File: src/rtl/cplx_delay_line.sv
// ----------------------------------------------------------------------------
// cplx_delay_line
//   Complex (re/img) sample delay line used to realign data between FFT
//   butterfly stages and twiddle multipliers. The delay is programmable at
//   run time. A clock enable stalls the whole pipeline. Each sample carries a
//   valid bit, and a synchronous flush discards everything in flight.
//
//   The delay is built from a shift register. The output register acts as
//   the final stage, so a delay of D ce-cycles uses D-1 storage stages plus
//   the output register. The tap feeding the output register is chosen from
//   the delay currently in effect.
//
// Ports
//   clk        in   rising-edge clock
//   rst_n      in   asynchronous active-low reset
//   ce         in   clock enable; pipeline advances only when 1
//   flush      in   synchronous clear of in-flight valids and fill count
//   dly_ld     in   load clamped dly_in into the delay register
//   dly_in     in   requested delay (0 -> 1, >MAX_DLY -> MAX_DLY)
//   in_valid   in   input sample qualifier
//   in_re      in   input real part
//   in_img     in   input imaginary part
//   out_valid  out  in_valid delayed by dly_cur ce-cycles
//   out_re     out  in_re delayed by dly_cur ce-cycles
//   out_img    out  in_img delayed by dly_cur ce-cycles
//   primed     out  dly_cur ce-cycles elapsed since reset/flush/load
//   dly_cur    out  delay currently in effect
// ----------------------------------------------------------------------------
module cplx_delay_line #(
  parameter int DW      = 32,
  parameter int MAX_DLY = 16,
  parameter int DEF_DLY = 9,
  localparam int LW     = $clog2(MAX_DLY + 1)
) (
  input  logic          clk,
  input  logic          rst_n,
  input  logic          ce,
  input  logic          flush,
  input  logic          dly_ld,
  input  logic [LW-1:0] dly_in,
  input  logic          in_valid,
  input  logic [DW-1:0] in_re,
  input  logic [DW-1:0] in_img,
  output logic          out_valid,
  output logic [DW-1:0] out_re,
  output logic [DW-1:0] out_img,
  output logic          primed,
  output logic [LW-1:0] dly_cur
);

  // Index width for the storage array; MAX_DLY is at least 2.
  localparam int IW = (MAX_DLY > 2) ? $clog2(MAX_DLY) : 1;

  // Limit a requested delay to the legal range 1..MAX_DLY.
  function automatic logic [LW-1:0] clamp_dly(input logic [LW-1:0] d);
    logic [LW-1:0] r;
    if (d == {LW{1'b0}}) begin
      r = LW'(1);
    end else if (d > LW'(MAX_DLY)) begin
      r = LW'(MAX_DLY);
    end else begin
      r = d;
    end
    return r;
  endfunction

  logic [DW-1:0]      sr_re_r  [MAX_DLY];
  logic [DW-1:0]      sr_img_r [MAX_DLY];
  logic [MAX_DLY-1:0] sr_vld_r;
  logic [DW-1:0]      out_re_r;
  logic [DW-1:0]      out_img_r;
  logic               out_valid_r;
  logic [LW-1:0]      dly_cur_r;
  logic [LW-1:0]      fill_cnt_r;
  logic               primed_r;

  logic               clr_s;
  logic [IW-1:0]      tap_idx_s;
  logic [DW-1:0]      tap_re_s;
  logic [DW-1:0]      tap_img_s;
  logic               tap_vld_s;

  // Flush and delay load both discard in-flight samples, and so does the
  // sample presented during that cycle.
  assign clr_s = flush | dly_ld;

  // Select the stage feeding the output register; delay 1 bypasses storage.
  always_comb begin
    tap_idx_s = {IW{1'b0}};
    tap_re_s  = in_re;
    tap_img_s = in_img;
    tap_vld_s = in_valid;
    if (dly_cur_r > LW'(1)) begin
      tap_idx_s = IW'(dly_cur_r - LW'(2));
      tap_re_s  = sr_re_r[tap_idx_s];
      tap_img_s = sr_img_r[tap_idx_s];
      tap_vld_s = sr_vld_r[tap_idx_s];
    end else begin
      tap_re_s  = in_re;
      tap_img_s = in_img;
      tap_vld_s = in_valid;
    end
  end

  // Data storage shifts on ce; it is never cleared by flush or load.
  always_ff @(posedge clk or negedge rst_n) begin
    if (!rst_n) begin
      for (int i = 0; i < MAX_DLY; i++) begin
        sr_re_r[i]  <= {DW{1'b0}};
        sr_img_r[i] <= {DW{1'b0}};
      end
    end else if (ce) begin
      sr_re_r[0]  <= in_re;
      sr_img_r[0] <= in_img;
      for (int i = 1; i < MAX_DLY; i++) begin
        sr_re_r[i]  <= sr_re_r[i-1];
        sr_img_r[i] <= sr_img_r[i-1];
      end
    end else begin
      for (int i = 0; i < MAX_DLY; i++) begin
        sr_re_r[i]  <= sr_re_r[i];
        sr_img_r[i] <= sr_img_r[i];
      end
    end
  end

  // Valid bits shift with the data, but a clear wins even while stalled.
  always_ff @(posedge clk or negedge rst_n) begin
    if (!rst_n) begin
      sr_vld_r <= {MAX_DLY{1'b0}};
    end else if (clr_s) begin
      sr_vld_r <= {MAX_DLY{1'b0}};
    end else if (ce) begin
      sr_vld_r <= {sr_vld_r[MAX_DLY-2:0], in_valid};
    end else begin
      sr_vld_r <= sr_vld_r;
    end
  end

  // Output data register: the last stage of the delay.
  always_ff @(posedge clk or negedge rst_n) begin
    if (!rst_n) begin
      out_re_r  <= {DW{1'b0}};
      out_img_r <= {DW{1'b0}};
    end else if (ce) begin
      out_re_r  <= tap_re_s;
      out_img_r <= tap_img_s;
    end else begin
      out_re_r  <= out_re_r;
      out_img_r <= out_img_r;
    end
  end

  // Output valid register: cleared by flush/load regardless of ce.
  always_ff @(posedge clk or negedge rst_n) begin
    if (!rst_n) begin
      out_valid_r <= 1'b0;
    end else if (clr_s) begin
      out_valid_r <= 1'b0;
    end else if (ce) begin
      out_valid_r <= tap_vld_s;
    end else begin
      out_valid_r <= out_valid_r;
    end
  end

  // Delay register: loads the clamped request whenever dly_ld is high.
  always_ff @(posedge clk or negedge rst_n) begin
    if (!rst_n) begin
      dly_cur_r <= LW'(DEF_DLY);
    end else if (dly_ld) begin
      dly_cur_r <= clamp_dly(dly_in);
    end else begin
      dly_cur_r <= dly_cur_r;
    end
  end

  // Fill counter saturates at the delay; primed marks a full pipeline.
  always_ff @(posedge clk or negedge rst_n) begin
    if (!rst_n) begin
      fill_cnt_r <= {LW{1'b0}};
      primed_r   <= 1'b0;
    end else if (clr_s) begin
      fill_cnt_r <= {LW{1'b0}};
      primed_r   <= 1'b0;
    end else if (ce) begin
      if (fill_cnt_r < dly_cur_r) begin
        fill_cnt_r <= fill_cnt_r + LW'(1);
        primed_r   <= ((fill_cnt_r + LW'(1)) == dly_cur_r);
      end else begin
        fill_cnt_r <= fill_cnt_r;
        primed_r   <= 1'b1;
      end
    end else begin
      fill_cnt_r <= fill_cnt_r;
      primed_r   <= primed_r;
    end
  end

  assign out_valid = out_valid_r;
  assign out_re    = out_re_r;
  assign out_img   = out_img_r;
  assign primed    = primed_r;
  assign dly_cur   = dly_cur_r;

endmodule

File: config.mk
export PLATFORM = sky130hd
export DESIGN_NAME = cplx_delay_line
export DESIGN_NICKNAME = d
export VERILOG_FILES = /design/src/rtl/cplx_delay_line.sv
export SDC_FILE = /design/constraint.sdc
export NUM_CORES = 2
export LEC_CHECK = 0
export ABC_CLOCK_PERIOD_IN_PS = 2800
export CAP_MARGIN = 20
export CORE_MARGIN = 2
export CORE_UTILIZATION = 25
export CTS_CLUSTER_DIAMETER = 150
export DETAILED_ROUTE_END_ITERATION = 12
export GPL_TIMING_DRIVEN = 0
export PLACE_DENSITY = 0.37
export SYNTH_ARGS = -nofsm -noshare
export SYNTH_HDL_FRONTEND = slang
export SYNTH_SLANG_ARGS = --single-unit
File: constraint.sdc
create_clock -name clk -period 2.8 [get_ports clk]
set_input_delay 0.56 -clock clk [delete_from_list [all_inputs] [get_ports clk]]
set_output_delay 0.56 -clock clk [all_outputs]
set_load 0.03 [all_outputs]
==> results.yml <==
timing:
  final.setup.worst_slack_ps: -0.824
  setup_violations: 1
  relSlewSlack_pct: 28.8
  holdWs_ps: -285
  final_hold_viol_count: 110
  fin_crit_sh_pct: 100
  max_freq_mhz: 357
  worstMarginPinSlew_ps: 1070
  fin_skew_ps: 28.1
  final_max_slew_viol_count: 0
  rsz0062_at_grt: "yes"
  min_period_ps: 2800
run:
  maxCapViolations: 0
clocking:
  clockBufferDepth: 3
  clk_pin_slew_ps: 60
  cts_buffers: 140
  cts_root_buffer: "clkbuf_16"
  htreeDepth: 4
  insertion_delay_ps: 800
  tritoncts: "built"
  clock_sinks: 1116
placed_design:
  place_inst: 6001
  place.gp.congestion: 0.708
  port_buffers: 144
  dp_worst_setup_slack_ps: -1900
  dpl_cell_area_sq_mm: 0.0555
  dp_hpwl_mm: 106
critical_path:
  required_ps: 3450
  crit_path_max_fanout: 10
  end_kind: "flip-flop"
  r2r_end: "out_re[2]"
  worstSetupEndpoint: "out_re[2]"
  startpoint_type: "flip-flop"
  r2r_start: "dly_cur[0]"
  crit_path_start: "dly_cur[0]"
  crit_arrival_ps: 3450
  reg2regPathDepth: 6
  ff2ff_setup_slack_ps: -0.8
  worstSetupPathType: "flip-flop to flip-flop"
global_routing:
  grtUsageTotal_pct: 15.2
  grt_pass1_wl_mm: 227
  grt_max_degree: 160
  antenna_found_initial: 9
  first_global_vias: 31200
  grt_overflow: 0
finish:
  final_cells: 6267
  mostFrequentLayoutCells: "dfrtp_1 (1,114), mux2_2 (1,090), mux4_2 (242)"
  fillers: 20000
  final_common_cell: "dfrtp_1"
  stdcell_area_sq_mm: 0.0604
  areaGrowthSynthToFinish_pct: 19.8
  nets: 3588
  drive_above_1_share_pct: 49.0
synth:
  seq_area_frac_synth_pct: 55.4
  ys_warn_count: 0
  syn_area_per_cell_sq_um: 15.8
  synthesis.instances: 3191
  ys.flop_type: "dfrtp_1"
  async_reset_ff_share_pct: 100
  syn-num-nets: 3273
  ys_types: 39
  netlist_area_sq_mm: 0.0504
  postSynthRegisterBits: 1116
  synth_edf_count: 0
floorplanning:
  die_h_microns: 453
  die_x_microns: 453
  core_sq_mm: 0.200
  dieArea_sq_mm: 0.205
  initial_utilization_pct: 25.2
  ios: 146
  row_count: 164
detailed_routing:
  drtPass1Iterations: 5
  routed_wl_mm: 154
  drc: 0
  wl_per_cell_microns: 24.6
  drt_iter0_markers: 1291
  drtAntennaViolNets: 0
  num_vias: 28500
  via_per_inst: 4.55
hold_path:
  hold_class: "input pin to async pin"
power:
  p_leak_nw: 24.6
  worst_ir_drop_vdd_uv: 696
  powerDensity_mw_per_mm2: 989
  power_mw: 59.8
outcome:
  status: "finished, violations left"
  failed_checks: "hold timing, setup timing"
## power by group
| part | switching, mW | internal (mW) |
|---|---|---|
| Combinational | 6.40 | 9.04 |
| Clock | 7.55 | 10.4 |
| Sequential | 4.23 | 22.2 |
| Total | 18.2 | 41.6 |
## worst min path at each step
stage / start / to / slack [ps]
after CTS: rst_n / sr_img_r[440] / -270
final: rst_n / sr_img_r[440] / -290
after floorplan: rst_n / dly_cur[1] / 260
after detailed placement: sr_re_r[20] / sr_re_r[20] / 490
after global routing: rst_n / sr_img_r[408] / -260
after global placement: sr_img_r[0] / sr_img_r[0] / 480
## area by class of cell
cell class                      instances  area, sq um  area share (%)
Clock buffer                          211         4070            6.73
Clock inverter                         34          467           0.772
Buffer                                231         1460            2.41
Antenna cell                            2         5.00         0.00828
Sequential cell                      1116        27900            46.2
Tap cell                             2656         3320            5.50
Inverter                                6         26.3          0.0435
Timing Repair Buffer                  176         1940            3.21
Multi-Input combinational cell       1835        21200            35.1
## synth_stat cells (2+ instances only)
master,n,share of area [%]
nor2_1,84,0.63
o22ai_1,3,0.037
dfstp_2,2,0.10
mux2i_1,81,1.6
o31ai_1,4,0.060
buf_1,9,0.067
nor2b_1,2,0.025
xor2_1,2,0.035
mux4_2,241,11
or4_1,3,0.045
o211ai_2,14,0.35
inv_1,6,0.045
nand2_1,135,1.0
buf_2,133,1.3
nor3_1,3,0.030
xnor2_1,4,0.069
buf_12,3,0.12
nand3_1,4,0.040
a21oi_1,8,0.079
mux4_1,19,0.99
buf_4,11,0.16
buf_6,20,0.45
o211ai_1,52,0.77
ha_1,7,0.17
mux2_2,1090,24
clkbuf_1,57,0.42
dfrtp_1,1114,55
o21ai_0,4,0.040
a31oi_1,66,0.82
## cells by family (layout without fill, tap and decap cells)
kind of cell	count (synthesis)	count (layout)	synth area share, %
AO/OA/AOI/OAI	154	154	2.21
XOR/XNOR	6	6	0.104
adder cells (fa/ha/maj)	7	7	0.174
buffers and inverters	240	658	2.60
flip-flops	1116	1116	55.4
multiplexers	1431	1431	37.7
other	0	2	0
AND/OR/NAND/NOR	237	237	1.86
## through the flow
stage / util [%] / setup TNS (ps)
final: 30.2 / -0.824
after global routing: 30.2 / -1.36
after CTS: 30.2 / -76.9
after detailed placement: 27.7 / -382460
after global placement: 27.6 / -
after floorplan: - / 0
## metal layers
metal	up-vias	track usage [%]	share of wire (%)	routed length [microns]
li1	12600	-	-	-
met4	0	4.67	2.7	4100
met5	-	0	0	0
met2	334	25.7	50	76700
met3	168	2.34	2.8	4280
met1	15400	19.9	45	69000
## sequential cells by signal, indices dropped and copies added, names as in the netlist
signal and count:
primed 1, sr_re_r 512, out_re 32, out_valid 1, dly_cur 5, fill_cnt_r 5, sr_img_r 512, out_img 32
sr_vld_r 16
## timing repair
item / CTS / global route
hold endpoints to repair: 110 / 110
setup buffers: 17 / 5
setup endpoints to repair: 79 / 26
resized for setup: 49 / 14
pin swaps: 3 / 5
## worst max-delay path, stage by stage, from the launching register on
cell	delay, ps
dfstp_2	610
buf_12	220
buf_8	210
mux4_2	560
mux2_2	310
o211ai_1	540
a31oi_1	170
Power figures use the tool's default switching activity.
